File: src/rtl/uart_tx_arbiter_if.sv
//------------------------------------------------------------------------------
// uart_tx_arbiter_if : requester byte streams and UART transmitter handshake
// Rev 1.0
//------------------------------------------------------------------------------
`timescale 1ns/1ps
`default_nettype none

interface uart_tx_arbiter_if #(
  parameter int NUM_REQ = 3
);
  logic [NUM_REQ-1:0]   req_valid;
  logic [NUM_REQ*8-1:0] req_data;
  logic [NUM_REQ-1:0]   req_last;
  logic [NUM_REQ-1:0]   req_ready;
  logic [7:0]           tx_data;
  logic                 tx_valid;
  logic                 tx_ready;

  // Requesters and the transmitter sit on the master side, the arbiter on the slave side.
  modport master (
    output req_valid, req_data, req_last, tx_ready,
    input  req_ready, tx_data, tx_valid
  );

  modport slave (
    input  req_valid, req_data, req_last, tx_ready,
    output req_ready, tx_data, tx_valid
  );
endinterface

`default_nettype wire

File: src/rtl/uart_tx_arbiter.sv
//------------------------------------------------------------------------------
// uart_tx_arbiter : message-locked round-robin sharing of one UART transmitter
// Optional stall timeout: define UART_ARB_TIMEOUT_EN.       Rev 1.0
//------------------------------------------------------------------------------
`timescale 1ns/1ps
`default_nettype none

module uart_tx_arbiter #(
  parameter int NUM_REQ      = 3,
  parameter int OWNER_W      = 2,
  parameter int IDLE_TIMEOUT = 2400000
) (
  input  wire logic               clk,
  input  wire logic               reset,
  uart_tx_arbiter_if.slave        bus,
  output logic [OWNER_W-1:0]      owner,
  output logic                    owner_valid,
  output logic                    busy
);

  typedef enum logic [1:0] {
    ST_ARB   = 2'd0,
    ST_FETCH = 2'd1,
    ST_SEND  = 2'd2,
    ST_HOLD  = 2'd3
  } state_t;

  if (NUM_REQ < 2 || NUM_REQ > 8 || (2**OWNER_W) < NUM_REQ || IDLE_TIMEOUT < 2) begin : g_bad_cfg
    $error("uart_tx_arbiter: invalid parameter set");
  end

  state_t               r_state;
  logic [OWNER_W-1:0]   r_ptr;
  logic [OWNER_W-1:0]   r_owner;
  logic                 r_owner_valid;
  logic                 r_last;
  logic                 r_tx_valid;
  logic [7:0]           r_tx_data;
  logic [NUM_REQ-1:0]   r_req_ready;

  logic                 w_hit;
  logic [OWNER_W-1:0]   w_pick;
  logic                 w_own_valid;
  logic                 w_own_last;
  logic [7:0]           w_own_data;
  logic [OWNER_W-1:0]   w_ptr_next;
  logic [NUM_REQ-1:0]   w_grant;
  logic                 w_idle_expired;

  // Walk offsets from the far end so the smallest offset from the pointer wins.
  always_comb begin
    w_hit  = 1'b0;
    w_pick = '0;
    for (int i = NUM_REQ - 1; i >= 0; i--) begin
      for (int j = 0; j < NUM_REQ; j++) begin
        if (j == (int'(r_ptr) + i) % NUM_REQ && bus.req_valid[j]) begin
          w_hit  = 1'b1;
          w_pick = OWNER_W'(j);
        end
      end
    end
  end

  always_comb begin
    w_own_valid = 1'b0;
    w_own_last  = 1'b0;
    w_own_data  = '0;
    for (int j = 0; j < NUM_REQ; j++) begin
      if (r_owner == OWNER_W'(j)) begin
        w_own_valid = bus.req_valid[j];
        w_own_last  = bus.req_last[j];
        w_own_data  = bus.req_data[8*j +: 8];
      end
    end
  end

  assign w_ptr_next = (r_owner == OWNER_W'(NUM_REQ - 1)) ? '0 : r_owner + 1'b1;
  assign w_grant    = NUM_REQ'(1) << r_owner;

`ifdef UART_ARB_TIMEOUT_EN
  localparam int CNT_W = $clog2(IDLE_TIMEOUT);

  logic [CNT_W-1:0] r_idle_cnt;

  assign w_idle_expired = (r_state == ST_FETCH) && !w_own_valid &&
                          (r_idle_cnt == CNT_W'(IDLE_TIMEOUT - 1));

  always_ff @(posedge clk) begin
    if (reset || r_state != ST_FETCH || w_own_valid || w_idle_expired) begin
      r_idle_cnt <= '0;
    end else begin
      r_idle_cnt <= r_idle_cnt + 1'b1;
    end
  end
`else
  assign w_idle_expired = 1'b0;
`endif

  always_ff @(posedge clk) begin
    if (reset) begin
      r_state       <= ST_ARB;
      r_ptr         <= '0;
      r_owner       <= '0;
      r_owner_valid <= 1'b0;
      r_last        <= 1'b0;
      r_tx_valid    <= 1'b0;
      r_tx_data     <= '0;
      r_req_ready   <= '0;
    end else begin
      r_req_ready <= '0;
      case (r_state)
        ST_ARB: begin
          if (w_hit) begin
            r_owner       <= w_pick;
            r_owner_valid <= 1'b1;
            r_state       <= ST_FETCH;
          end
        end
        ST_FETCH: begin
          if (w_own_valid) begin
            r_tx_data   <= w_own_data;
            r_last      <= w_own_last;
            r_req_ready <= w_grant;
            r_state     <= ST_SEND;
          end else if (w_idle_expired) begin
            r_owner_valid <= 1'b0;
            r_ptr         <= w_ptr_next;
            r_state       <= ST_ARB;
          end
        end
        ST_SEND: begin
          if (bus.tx_ready && !r_tx_valid) begin
            r_tx_valid <= 1'b1;
            r_state    <= ST_HOLD;
          end
        end
        ST_HOLD: begin
          // The transmitter dropping ready means it has taken the byte.
          if (r_tx_valid && !bus.tx_ready) begin
            r_tx_valid <= 1'b0;
            if (r_last) begin
              r_owner_valid <= 1'b0;
              r_ptr         <= w_ptr_next;
              r_state       <= ST_ARB;
            end else begin
              r_state <= ST_FETCH;
            end
          end
        end
        default: r_state <= ST_ARB;
      endcase
    end
  end

  assign bus.tx_data   = r_tx_data;
  assign bus.tx_valid  = r_tx_valid;
  assign bus.req_ready = r_req_ready;
  assign owner         = r_owner;
  assign owner_valid   = r_owner_valid;
  assign busy          = (r_state != ST_ARB);

endmodule

`default_nettype wire

File: src/flat_wrapper.sv
// flat-port wrapper written by rule: the top's interface ports become plain ports
module uart_tx_arbiter_flat 
#(
  parameter int NUM_REQ      = 3,
  parameter int OWNER_W      = 2,
  parameter int IDLE_TIMEOUT = 2400000
)
  (clk, reset, owner, owner_valid, busy, bus_req_valid, bus_req_data, bus_req_last, bus_tx_ready, bus_req_ready, bus_tx_data, bus_tx_valid);
  uart_tx_arbiter_if #(.NUM_REQ(NUM_REQ)) bus_i ();
  input  wire logic clk;
  input  wire logic reset;
  output logic [OWNER_W-1:0] owner;
  output logic owner_valid;
  output logic busy;
  input wire logic [$bits(bus_i.req_valid)-1:0] bus_req_valid;
  input wire logic [$bits(bus_i.req_data)-1:0] bus_req_data;
  input wire logic [$bits(bus_i.req_last)-1:0] bus_req_last;
  input wire logic [$bits(bus_i.tx_ready)-1:0] bus_tx_ready;
  output wire logic [$bits(bus_i.req_ready)-1:0] bus_req_ready;
  output wire logic [$bits(bus_i.tx_data)-1:0] bus_tx_data;
  output wire logic [$bits(bus_i.tx_valid)-1:0] bus_tx_valid;
  assign bus_i.req_valid = bus_req_valid;
  assign bus_i.req_data = bus_req_data;
  assign bus_i.req_last = bus_req_last;
  assign bus_i.tx_ready = bus_tx_ready;
  assign bus_req_ready = bus_i.req_ready;
  assign bus_tx_data = bus_i.tx_data;
  assign bus_tx_valid = bus_i.tx_valid;
  uart_tx_arbiter #(.NUM_REQ(NUM_REQ), .OWNER_W(OWNER_W), .IDLE_TIMEOUT(IDLE_TIMEOUT)) u_core (.clk(clk), .reset(reset), .bus(bus_i), .owner(owner), .owner_valid(owner_valid), .busy(busy));
endmodule
File: config.mk
export PLATFORM = sky130hd
export DESIGN_NAME = uart_tx_arbiter_flat
export DESIGN_NICKNAME = d
export VERILOG_FILES = /design/src/rtl/uart_tx_arbiter_if.sv /design/src/rtl/uart_tx_arbiter.sv /design/src/flat_wrapper.sv
export SDC_FILE = /design/constraint.sdc
export NUM_CORES = 1
export LEC_CHECK = 0
export CORE_UTILIZATION = 30
export CTS_CLUSTER_DIAMETER = 40
export DETAILED_ROUTE_END_ITERATION = 16
export PLACE_DENSITY_LB_ADDON = 0.05
export SYNTH_ARGS = -nofsm -noshare
export SYNTH_HDL_FRONTEND = slang
export SYNTH_SLANG_ARGS = --single-unit
File: constraint.sdc
create_clock -name clk -period 1.95 [get_ports clk]
set_input_delay 0.39 -clock clk [delete_from_list [all_inputs] [get_ports clk]]
set_output_delay 0.39 -clock clk [all_outputs]
set_load 0.02 [all_outputs]
* Yosys cells after proc, flatten, opt, wreduce, memory -nomap -nowiden *
Index checks and enable logic that the tools add are counted.

storage, ports and cells
  bits of input ports = 33
  word-level logic and storage cells = 101
  flip-flop bits (word level) = 20
  output and inout port bits = 16

cells by class
  divide/modulo/power cells = 3
  shift operators = 1
  multiplexer cells = 40
  reductions and logical operators = 28
  add/subtract/negate cells = 3
  equal/unequal tests = 16
  bitwise operators = 2

operator list
  operator                                                count
  == test 2 x 32 -> 1 bit, first input constant           3
  == test 3 x 32 -> 1 bit, first input constant           3
  zero test 32 bit                                        3
  remainder unit 32 x 3 -> 32 bit, second input constant  2
  remainder unit 3 x 3 -> 32 bit, second input constant   1
  2-to-1 mux 2 bit                                        12
  2-to-1 mux 8 bit                                        3
  2-to-1 mux 1 bit                                        22
  logical AND 1 bit                                       11
  != test 2 x 1 -> 1 bit, second input constant           5
  one-hot mux 2 bit (4 select lines)                      1
  AND reduction 4 bit                                     2
  == test 2 bit, second input constant                    3
  AND reduction 3 bit                                     2
  nonzero test 2 bit                                      3
  == test 2 x 1 -> 1 bit, second input constant           2
  zero test 2 bit                                         2
  one-hot mux 1 bit (2 select lines)                      2
  AND reduction 2 bit                                     2
  adder 2 x 1 -> 3 bit, second input constant             1
  adder 2 x 2 -> 3 bit, second input constant             1
  OR reduction 3 bit                                      1
  left shift 1 x 2 -> 3 bit, first input constant         1
  adder 2 x 1 -> 2 bit, second input constant             1
  2 further kinds                                         4

* Longest topological paths before layout *
  depth after elaboration = 15
  gate-level depth with buffers = 6
  gate-level depth less buffers = 6

* Worst setup path before layout *
No wires, ideal clock.

  path type = reg-to-reg
  start = register u_core.r_state[0]
  end = register u_core.r_state[0]
  buffers on the path = 0
  period minus slack after synthesis = 1.735 ns
  data required time = 1.864 ns
  library setup time = 0.086 ns
  setup slack = 0.215 ns
  stages on the path, launching flop included = 6
  arrival = 1.648 ns
  cells stage by stage = dfxtp_1 -> inv_1 -> ha_1 -> or3b_1 -> a221o_1 -> a221oi_2

on the way
  longest elaborated chain between the ends = 3
  elaborated cells on any way between the ends = 10
  classes of those cells = eq/ne (7); mux (1); reduce/logical (2)

RTL lines
  element                                      line                    source
  start, declared                              uart_tx_arbiter.sv:32   state_t r_state;
  start signal, assigned                       uart_tx_arbiter.sv:101  r_state <= ST_ARB;
  start signal, assigned                       uart_tx_arbiter.sv:116  r_state <= ST_FETCH;
  start signal, assigned                       uart_tx_arbiter.sv:124  r_state <= ST_SEND;
  == test 2 bit, or another cell as far along  uart_tx_arbiter.sv:111  case (r_state)
  != test 2 x 1 -> 1 bit (no line)             n/a
  AND reduction 4 bit (no line)                n/a

Several ways; a longest one is shown, not always the timed one.
A chain may end at the register's enable or synchronous reset.

* Worst setup path after layout *
Ends and elaborated chain as after synthesis.

==> results.yml <==
status:
  outcome: "finished, final reports clean"
timing:
  drv_slew: 0
  setup_violations: 0
  finalCritPeriodShare_pct: 95.28
  fin_skew_ps: 15.19
  rsz0062_at_grt: "false"
  hold_slack_ps: 487.9
  relSlewSlack_pct: 73.70
  finalCriticalPeriod_ps: 1858
  finalHoldViolations: 0
  fmax_mhz: 538.2
  worst_pin_slew_ps: 391.6
  layout_setup_ws_ps: 91.97
cells_and_area:
  nets: 223
  drive_above_1_share_pct: 8.743
  multiInputGateArea_um2: 693.2
  synthToLayoutAreaGrowth_pct: 54.26
  final.fill_count: 390
  final_area_um2: 1789
  diodes: 0
  seqCellArea_um2: 401.6
drt:
  drt_pre_antenna_iters: 4
  drt-total-wl_mm: 3.106
  drtAntennaViolNets: 0
  wire_per_inst_um: 13.45
  drcViolationCount: 0
  drtIter0Drc: 35
  via_count: 1159
  via_per_inst: 5.017
pwr:
  pwr-share-comb_pct: 47.4
  power_frac_clock_pct: 22.7
  power_frac_seq_pct: 29.9
  leakagePower_nw: 0.6585
  p_sw_w: 0.0006919
  switching_share_pct: 36.67
  intPower_w: 0.001195
  vdd_drop_max_mv: 0.2826
  p_per_area_nw_per_um2: 1055
  finalPower_w: 0.001887
synthesis:
  syn_inst: 134
  ys_ff_latch: 20
  synth.top_cell.area_share_pct: 34.52
  synth-main-ff-cell: "dfxtp_1"
  ys_top_cells_by_count: "a21oi_1, dfxtp_1, nor2_1, mux2i_1, a311oi_1"
  netlist_area_um2: 1160
  synth_area_leaders: "dfxtp_1, mux2i_1, a21oi_1, a311oi_1, ha_1"
  yosysTopAreaCell: "dfxtp_1"
  avgSynthCellArea_um2: 8.656
  synth_seq_area_share_pct: 34.52
  async_flop_share_pct: 0
  synthDistinctLibCells: 34
  synth_most_common_cell: "a21oi_1"
  synth_edf_count: 0
  yosysWarnings: 0
  syn_nets: 173
global_routing:
  grt_overflow: 0
  antenna_found_initial: 0
  grt.total_usage_pct: 16.15
  grt_pass1_vias: 1172
  grt_max_degree: 22
  grt_first_pass_wirelength_mm: 5.119
setup_path:
  crit_buf_inv: 1
  cpPeakStageDelay_ps: 400
  end_kind: "register"
  worst-path-max-fanout: 5
  required_ps: 2130
  cp.arrival_ps: 2040
  r2r_cells: 5
  crit_path_top_delay_cell: "or3b_1"
  r2r_slack_ps: 90
  crit_family: "compound AO/OA/AOI/OAI gates"
  path_depth: 5
  worstPathCellList: "inv_1 -> ha_1 -> or3b_1 -> a221o_1 -> a221oi_2"
  crit_type: "reg2reg"
  crit_path_start_kind: "register"
die:
  initial_core_util_pct: 31.45
  ios: 49
  die_h_um: 64.18
  dieArea_um2: 4119
  core_um2: 3689
  num_rows: 22
  die_w_um: 64.18
placement:
  place_congestion: 0.7506
  place_area_um2: 1718
  io_buffers: 48
  dpl_worst_slack_ps: -23.53
  hpwl_mm: 2.255
clock_network:
  hold_buffers: 0
  path_clk_slew_ps: 90
  clockBufferDepth: 2
  cts-buffers-inserted: 3
  worstSkewPairLatency_ps: 270
  cts.sinks: 20
  cts_root_buf: "clkbuf_8"
  cts_tree: "done"
  htreeDepth: 1
min_path:
  holdPathStages: 2
  hp-class: "reg2reg"
run:
  drv_cap: 0
final timing paths:
check / start / endpoint
worst max-delay path: u_core.r_state[0] / u_core.r_state[0]
worst max register to register: u_core.r_state[0] / u_core.r_state[0]
worst min register to register: u_core.owner_valid / u_core.owner_valid
worst min-delay path: u_core.owner_valid / u_core.owner_valid
flip-flops by register name (all words and copies together) (netlist names):
name and flops:
u_core.r_last 1, u_core.owner_valid 1, u_core.r_ptr 2, u_core.r_state 2, u_core.bus.tx_valid 1, u_core.bus.req_ready 3
u_core.owner 2, u_core.bus.tx_data 8
cell type report:
class                      count  area share (%)
clock buffer                   3           2.308
clock inverter                 1           1.678
inverter                       5           1.049
multi-input combinational     99           38.74
sequential                    20           22.45
tap                           48           3.357
timing repair buffer          55           30.42
placed cells by master (no fill, tap or decap), types with 2 or more instances in the layout:
cell type         n
dfxtp_1          19
nand2_1           3
nand2b_1          4
inv_1             5
a311oi_1          9
mux2i_1          12
nor3_1            4
a21oi_1          23
ha_1              6
o21a_1            2
clkbuf_8          3
o21ai_0           2
buf_4             6
clkdlybuf4s50_1  47
nor2_1           16
layer usage:
layer	GRT usage [%]	wire (µm)	vias up
li1	-	-	597
met1	17.72	1350	525
met2	29.52	1564	32
met3	3.214	137	5
met4	7.500	55	0
met5	0	0	-
power groups by stage:
stage	clock network, W	registers, W	logic, W
floorplan	0	0.000631	0.000494
global placement	0	0.000568	0.000896
detailed placement	0	0.000572	0.000904
CTS	0.000435	0.000563	0.000897
global route	0.000460	0.000580	0.000967
finish	0.000428	0.000565	0.000894
cell families after synthesis:
group / after synthesis / synth area share (%)
buf+inv: 15 / 5.717
mux: 12 / 10.36
compound gates: 46 / 27.19
fa+ha+maj: 6 / 6.472
simple gates: 35 / 15.75
flops: 20 / 34.52
timing repair:
action                                  4_1_cts  5_1_grt
buffers inserted                              0        0
resized for setup                             1        1
endpoints found under the setup margin        1        1
tightest hold or removal path, stage by stage (launching register included):
cell     delay [ps]
dfxtp_1         320
o21ai_0          70
a21oi_1          60
per-stage QoR:
step,utilization [%],TNS (ps),instances
3_3_place_gp,46.57,-0.5451,227
6_report,48.51,0,231
5_1_grt,48.51,0,231
4_1_cts,48.47,0,231
2_1_floorplan,-,0,134
3_5_place_dp,46.57,-23.53,227
Power figures use the tool's default switching activity.
